[src/rtl/fp_uart_cmd_framer.sv]
// Byte-stream command framer: UART RX bytes -> opcode + operands on a valid/ready port,
// result -> UART TX bytes MSB first. Define FP_UART_CHECKSUM_EN for XOR-checksummed frames.
module fp_uart_cmd_framer #(
  parameter int OperandWidth  = 32,
  parameter int NumOperands   = 2,
  parameter int ResultWidth   = 32,
  parameter int TimeoutCycles = 1_200_000
) (
  input  logic                                clk_i,
  input  logic                                rst_ni,
  input  logic [7:0]                          rx_data_i,
  input  logic                                rx_valid_i,
  output logic                                rx_ready_o,
  output logic [7:0]                          tx_data_o,
  output logic                                tx_valid_o,
  input  logic                                tx_ready_i,
  output logic                                op_valid_o,
  input  logic                                op_ready_i,
  output logic [7:0]                          op_code_o,
  output logic [NumOperands*OperandWidth-1:0] op_data_o,
  input  logic                                res_valid_i,
  output logic                                res_ready_o,
  input  logic [ResultWidth-1:0]              res_data_i,
  output logic                                frame_err_o
);

  localparam int OpW     = NumOperands * OperandWidth;
  localparam int OpBytes = OpW / 8;
`ifdef FP_UART_CHECKSUM_EN
  localparam int CsBytes = 1;
`else
  localparam int CsBytes = 0;
`endif
  localparam bit CsEn    = (CsBytes != 0);
  localparam int RxBytes = OpBytes + CsBytes;
  localparam int TxW     = ResultWidth + 8 * CsBytes;
  localparam int TxBytes = TxW / 8;
  localparam int CntW    = $clog2(RxBytes + 1);
  localparam int TxCntW  = $clog2(TxBytes + 1);
  localparam int ToW     = (TimeoutCycles > 0) ? $clog2(TimeoutCycles + 1) : 1;

  if (OperandWidth % 8 != 0) begin : g_bad_operand_width
    $error("OperandWidth must be a multiple of 8");
  end
  if (ResultWidth % 8 != 0) begin : g_bad_result_width
    $error("ResultWidth must be a multiple of 8");
  end
  if (NumOperands < 1 || NumOperands > 4) begin : g_bad_num_operands
    $error("NumOperands must be in 1..4");
  end

  typedef enum logic [2:0] {IDLE, COLLECT, ISSUE, WAIT_RES, SEND} state_t;

  state_t              state;
  logic [CntW-1:0]     byte_cnt;
  logic [ToW-1:0]      to_cnt;
  logic [TxW-1:0]      tx_sh;
  logic [TxCntW-1:0]   tx_left;
  logic [TxW-1:0]      res_pack;
  logic                rx_fire, tx_fire, last_byte, timeout_hit, csum_bad;

  assign rx_fire     = rx_valid_i && rx_ready_o;
  assign tx_fire     = tx_valid_o && tx_ready_i;
  assign last_byte   = (byte_cnt == CntW'(RxBytes - 1));
  assign timeout_hit = (TimeoutCycles != 0) && (to_cnt == ToW'(TimeoutCycles));
  // The outgoing byte is always the top byte of the shift register.
  assign tx_data_o   = tx_sh[TxW-1 -: 8];

`ifdef FP_UART_CHECKSUM_EN
  logic [7:0] csum;

  function automatic logic [7:0] xor_bytes(input logic [ResultWidth-1:0] v);
    logic [7:0] acc;
    acc = '0;
    for (int i = 0; i < ResultWidth / 8; i++) acc ^= v[8*i +: 8];
    return acc;
  endfunction

  assign res_pack = {res_data_i, xor_bytes(res_data_i)};
  assign csum_bad = (csum != rx_data_i);
`else
  assign res_pack = res_data_i;
  assign csum_bad = 1'b0;
`endif

  // NOTE: every register here uses <= so all updates see the same pre-edge values;
  // blocking assignments would make the result depend on statement order.
  always_ff @(posedge clk_i or negedge rst_ni) begin
    if (!rst_ni) begin
      state       <= IDLE;
      byte_cnt    <= '0;
      to_cnt      <= '0;
      tx_sh       <= '0;
      tx_left     <= '0;
      rx_ready_o  <= 1'b0;
      tx_valid_o  <= 1'b0;
      op_valid_o  <= 1'b0;
      res_ready_o <= 1'b0;
      op_code_o   <= '0;
      op_data_o   <= '0;
      frame_err_o <= 1'b0;
`ifdef FP_UART_CHECKSUM_EN
      csum        <= '0;
`endif
    end else begin
      frame_err_o <= 1'b0;
      unique case (state)
        IDLE: begin
          rx_ready_o <= 1'b1;
          if (rx_fire) begin
            op_code_o <= rx_data_i;
            byte_cnt  <= '0;
            to_cnt    <= '0;
            state     <= COLLECT;
`ifdef FP_UART_CHECKSUM_EN
            csum      <= rx_data_i;
`endif
          end
        end
        COLLECT: begin
          if (timeout_hit) begin
            // A byte arriving in this cycle is swallowed with the aborted frame.
            frame_err_o <= 1'b1;
            op_code_o   <= '0;
            op_data_o   <= '0;
            state       <= IDLE;
          end else if (rx_fire) begin
            to_cnt   <= '0;
            byte_cnt <= byte_cnt + CntW'(1);
            if (!(CsEn && last_byte)) op_data_o <= (op_data_o << 8) | OpW'(rx_data_i);
`ifdef FP_UART_CHECKSUM_EN
            csum     <= csum ^ rx_data_i;
`endif
            if (last_byte) begin
              rx_ready_o <= 1'b0;
              if (CsEn && csum_bad) begin
                frame_err_o <= 1'b1;
                tx_sh       <= TxW'(8'hEE) << (TxW - 8);
                tx_left     <= '0;
                tx_valid_o  <= 1'b1;
                state       <= SEND;
              end else begin
                op_valid_o <= 1'b1;
                state      <= ISSUE;
              end
            end
          end else if (TimeoutCycles != 0) begin
            to_cnt <= to_cnt + ToW'(1);
          end
        end
        ISSUE: begin
          if (op_valid_o && op_ready_i) begin
            op_valid_o  <= 1'b0;
            res_ready_o <= 1'b1;
            state       <= WAIT_RES;
          end
        end
        WAIT_RES: begin
          if (res_valid_i && res_ready_o) begin
            res_ready_o <= 1'b0;
            tx_sh       <= res_pack;
            tx_left     <= TxCntW'(TxBytes - 1);
            tx_valid_o  <= 1'b1;
            state       <= SEND;
          end
        end
        SEND: begin
          if (tx_fire) begin
            tx_sh <= tx_sh << 8;
            if (tx_left == '0) begin
              tx_valid_o <= 1'b0;
              rx_ready_o <= 1'b1;
              state      <= IDLE;
            end else begin
              tx_left <= tx_left - TxCntW'(1);
            end
          end
        end
        default: state <= IDLE;
      endcase
    end
  end

endmodule

[config.mk]
export PLATFORM = sky130hd
export DESIGN_NAME = fp_uart_cmd_framer
export DESIGN_NICKNAME = d
export VERILOG_FILES = /design/src/rtl/fp_uart_cmd_framer.sv
export SDC_FILE = /design/constraint.sdc
export NUM_CORES = 1
export LEC_CHECK = 0
export CORE_MARGIN = 2
export CORE_UTILIZATION = 25
export DETAILED_ROUTE_END_ITERATION = 16
export GPL_TIMING_DRIVEN = 0
export PLACE_DENSITY_LB_ADDON = 0.08
export REMOVE_ABC_BUFFERS = 1
export SETUP_SLACK_MARGIN = 0.5
export SYNTH_ARGS = -nofsm -noshare
export SYNTH_HDL_FRONTEND = slang
export SYNTH_SLANG_ARGS = --single-unit
[constraint.sdc]
create_clock -name clk_i -period 4.7 [get_ports clk_i]
set_input_delay 1.175 -clock clk_i [delete_from_list [all_inputs] [get_ports clk_i]]
set_output_delay 1.175 -clock clk_i [all_outputs]
set_load 0.02 [all_outputs]
==> Word level (Yosys, flattened, before mapping) <==
Index checks and enable logic that the tools add are counted.
{ "totals": {"out_inout_bits": 85, "register_bits": 140, "word_cells": 106, "in_bits": 46} }
{ "op_classes": {"add_sub_neg": 3, "bitwise_logic": 1, "muxes": 49, "reduce_logical": 23, "eq_ne": 18} }
{ "op_table": {"columns": ["operator", "n"], "rows": [
  ["64-bit two-way mux", 2],
  ["32-bit two-way mux", 2],
  ["64-bit by 8-bit OR with 64-bit output", 1],
  ["32-bit case mux with 2 select lines", 1],
  ["21-bit two-way mux", 3],
  ["21-bit case mux with 2 select lines", 1],
  ["3-bit two-way mux", 11],
  ["21-bit by 1-bit adder with 21-bit output, second input constant", 1],
  ["21-bit == test, second input constant", 1],
  ["2-bit != test, second input constant", 10],
  ["1-bit two-way mux", 16],
  ["8-bit two-way mux", 2],
  ["8-bit case mux with 2 select lines", 1],
  ["3-bit case mux with 5 select lines", 1],
  ["4-bit two-way mux", 3],
  ["3-bit AND reduction", 4],
  ["4-bit AND reduction", 3],
  ["2-bit nonzero test", 5],
  ["4-bit case mux with 2 select lines", 1],
  ["7-bit AND reduction", 1],
  ["3-bit by 2-bit == test with 1-bit output, second input constant", 2],
  ["3-bit zero test", 2],
  ["3-bit != test, second input constant", 2],
  ["1-bit case mux with 2 select lines", 3],
  ["other kinds (12)", 15]
]} }

==> Logic depth before layout (Yosys ltp) <==
{ "logic_depth": {"word_depth": 5, "mapped_depth": 8, "mapped_depth_nobuf": 7} }

==> Least setup slack after synthesis <==
OpenSTA, ideal clock, no wires.
{ "synth_path": {"kind": "in2reg", "start": "input port rx_valid_i", "end": "register byte_cnt[3]", "t_arrival_ns": 2.207, "stages": 5, "setup_slack_ns": 2.417, "path_buffers": 1, "required_ns": 4.624, "setup_ns": 0.076, "path_cell_list": "and2_1 > clkbuf_1 > nand4_1 > or4_1 > o21ai_1"} }
{ "synth_via": {"elab_chain_cells": 3, "elab_cells_between_ends": 4, "cone_classes": "2 x eq/ne; 2 x reduce/logical"} }
{ "synth_rtl": {"columns": ["element", "line", "rtl"], "rows": [
  ["from (decl)", "12", "input logic rx_valid_i,"],
  ["1-bit logical AND (*)", "62", "assign rx_fire = rx_valid_i && rx_ready_o;"],
  ["2-bit != test (no source line)", null, null],
  ["4-bit AND reduction (no source line) (*)", null, null],
  ["to (signal assigned)", "129", "byte_cnt <= byte_cnt + CntW'(1);"],
  ["to (decl)", "55", "logic [CntW-1:0] byte_cnt;"]
]} }
Every way passes the cells marked *; elsewhere a longest branch is shown, timed or not.
A chain may end at the register's enable or synchronous reset.

==> Worst setup path after layout <==
{ "layout_path": {"start": "input port rx_valid_i", "end": "register op_data_o[22]"} }
{ "layout_via": {"elab_chain_cells": 3} }
{ "layout_rtl": {"columns": ["element", "line", "rtl"], "rows": [
  ["1-bit logical AND", "62", null],
  ["2-bit nonzero test (no source line)", null, null],
  ["2-bit AND reduction (no source line)", null, null],
  ["to (signal assigned)", "130", "if (!(CsEn && last_byte)) op_data_o <= (op_data_o << 8) | OpW'(rx_data_i);"],
  ["to (decl)", "20", "output logic [NumOperands*OperandWidth-1:0] op_data_o,"]
]} }
No other way between the ends.

==> results.json <==
{
  "status": "completed",
  "grt_pass1_wl_um": 26600,
  "clock_path_buffers": 2,
  "port-buffer-count": 130,
  "diodes": 0,
  "placed_cells": 945,
  "yosysTopAreaCell": "dfrtp_1",
  "syn2layout_area_growth_pct": 36.0,
  "synth_edf_count": 0,
  "critPathArrivalTime_ns": 3.41,
  "cts_tree": "yes",
  "cts_resized": 0,
  "start_kind": "input port",
  "hold_depth": 2,
  "dr.pass1.iters": 4,
  "cts_setup_buffers": 0,
  "rsz0062_at_grt": "false",
  "path_depth": 5,
  "worst-path-buf-inv": 2,
  "synthArstFlopShare_pct": 100,
  "power_density_nw_per_um2": 593,
  "dp_hpwl_um": 11000,
  "top_usage_layer": "met2",
  "ir_drop_mv": 0.221,
  "grt_start_max_net_pins": 89,
  "relSlewSlack_pct": 34.6,
  "post_drt_wl_per_cell_um": 16.7,
  "hold_buffers": 0,
  "ys_types": 60,
  "clock-root-buffer": "clkbuf_16",
  "post-place-ws_ns": 1.26,
  "crit_chain": "clkdlybuf4s50_1 -> and2_1 -> o21ai_4 -> buf_12 -> a22o_1",
  "slew_violations": 0,
  "postSynthAreaPerCell_um2": 11.8,
  "ys_ff_latch": 140,
  "core_um2": 24300,
  "multi_input_area_um2": 2480,
  "gp_congestion": 0.733,
  "post-route-min-period_ns": 3.06,
  "layout-drive-gt1-share_pct": 9.49,
  "die_w_um": 162,
  "die_area_um2": 26100,
  "met1_usage_pct": 17.5,
  "antenna_found_initial": 0,
  "hp-class": "flop to flop",
  "maxCapViolations": 0,
  "seq_area_frac_synth_pct": 56.5,
  "drtAntennaViolNets": 0,
  "fill_cells": 2382,
  "grtUsageMet3_pct": 2.88,
  "hold_violations": 0,
  "drt_iter0_markers": 235,
  "track_usage_pct": 12.9,
  "overflow": 0,
  "slowest_stage": "o21ai_4",
  "num_rows": 57,
  "wl_um": 16300,
  "worstSkewPairLatency_ns": 0.42,
  "cts_max_level": 4,
  "syn_inst": 526,
  "via_per_inst": 4.68,
  "leakagePower_nw": 3.56,
  "max_freq_mhz": 327,
  "layout.cells.most_common_list": "dfrtp_1, clkdlybuf4s50_1, a22o_1, nand2_1, o21ai_1",
  "setup_viol": 0,
  "dieHeight_um": 162,
  "met2_usage_pct": 20.2,
  "final_common_cell": "dfrtp_1",
  "path_max_fanout": 34,
  "clock_sinks": 140,
  "synthDominantCellAreaShare_pct": 56.5,
  "numCtsBuffers": 17,
  "instances_no_fill": 977,
  "period_share_pct": 65.0,
  "worst_clock_skew_ns": 0.0135,
  "worst_ep_required_time_ns": 5.06,
  "worst_hold_slack_ns": 0.483,
  "cp-end-kind": "flop",
  "synth_flop_cell": "dfrtp_1",
  "worst-setup-path-type": "input port to flop",
  "grt_pass1_vias": 4728,
  "initial_core_util_pct": 25.5,
  "register_area_um2": 3500,
  "vias": 4574,
  "io_pins": 131,
  "slowest_delay_ns": 0.86,
  "reg2regPathDepth": 6,
  "synthesis.area_um2": 6200,
  "ys_top_cells_by_area": "dfrtp_1, a22o_1, mux2i_1, nand2_1, o21ai_1",
  "fin_ws_ns": 1.64,
  "fin_nets": 691,
  "cp_top_family": "compound AO/OA/AOI/OAI gates",
  "drc_errors": 0,
  "ys_warn_count": 0,
  "worst_pin_slew_ns": 0.978,
  "clk_pin_slew_ns": 0.06
}
## worst reg2reg max path, delay by kind of cell, from the launching register on
family | cells | cell delay, ns
compound gates | 2 | 0.88
simple gates | 3 | 0.71
flops | 1 | 0.51
buf+inv | 1 | 0.25
## stage by stage
stage                     setup TNS (ns)  instance area [um^2]  util [%]  total power [mW]
after floorplan                        0                  5970         -              2.80
after global placement           -563.69                  7670      31.5              3.66
after detailed placement               0                  7870      32.4              3.75
after CTS                              0                  8440      34.7              5.09
after global routing                   0                  8440      34.7              5.32
final                                  0                  8440      34.7              5.01
## cells by family after synthesis
kind of cell / count (synthesis) / synth area share (%)
compound gates: 164 / 20.2
buf+inv: 49 / 4.18
mux: 32 / 5.18
flops: 140 / 56.5
fa+ha+maj: 5 / 1.01
simple gates: 134 / 12.7
xor+xnor: 2 / 0.282
## metal layers
layer / wire [um] / vias up
met3: 554 / 14
li1: - / 2193
met1: 7690 / 2292
met5: 0 / -
met2: 7800 / 75
met4: 231 / 0
## state kept, by name (all words and copies together), names as in the netlist, 3 cells and up
signal / count
op_data_o: 64
tx_sh: 32
to_cnt: 21
op_code_o: 8
byte_cnt: 4
state: 3
tx_left: 3
## cell type report
type | count | share of cell area [%]
inverters | 6 | 0.267
repair buffers | 138 | 17.3
well taps | 324 | 4.80
clock inverters | 14 | 1.50
flip-flops and latches | 140 | 41.5
multi-input cells | 337 | 29.4
clock buffers | 18 | 5.21
## final timing paths
check	from	to	slack [ns]
min	tx_sh[24]	tx_sh[24]	0.48
min reg2reg	tx_sh[24]	tx_sh[24]	0.48
max reg2reg	state[1]	tx_sh[13]	2.27
min in group asynchronous	rst_ni	tx_sh[6]	0.69
max	rx_valid_i	op_data_o[22]	1.64
max in group asynchronous	rst_ni	op_data_o[5]	3.16
## report_power, final
part	switching (mW)	total, mW	internal (mW)
combinational	0.987	1.88	0.891
clock	0.582	1.29	0.712
sequential	0.273	1.83	1.56
total	1.84	5.01	3.16
## cell usage after synthesis (3+ instances only)
cell type / number
o311ai_1: 4
dfrtp_1: 140
nand4_1: 9
clkbuf_1: 9
a22o_1: 80
inv_1: 6
buf_4: 11
and3_1: 6
a21oi_1: 16
nor3_1: 3
o31ai_1: 10
a21o_1: 3
nand2b_1: 6
nand3_1: 16
ha_1: 5
nand2_1: 50
o41ai_1: 4
o21ai_1: 32
nor2_1: 11
and2_1: 4
nor2b_1: 3
buf_2: 21
mux2i_1: 31
(Power assumes the default switching activity.)
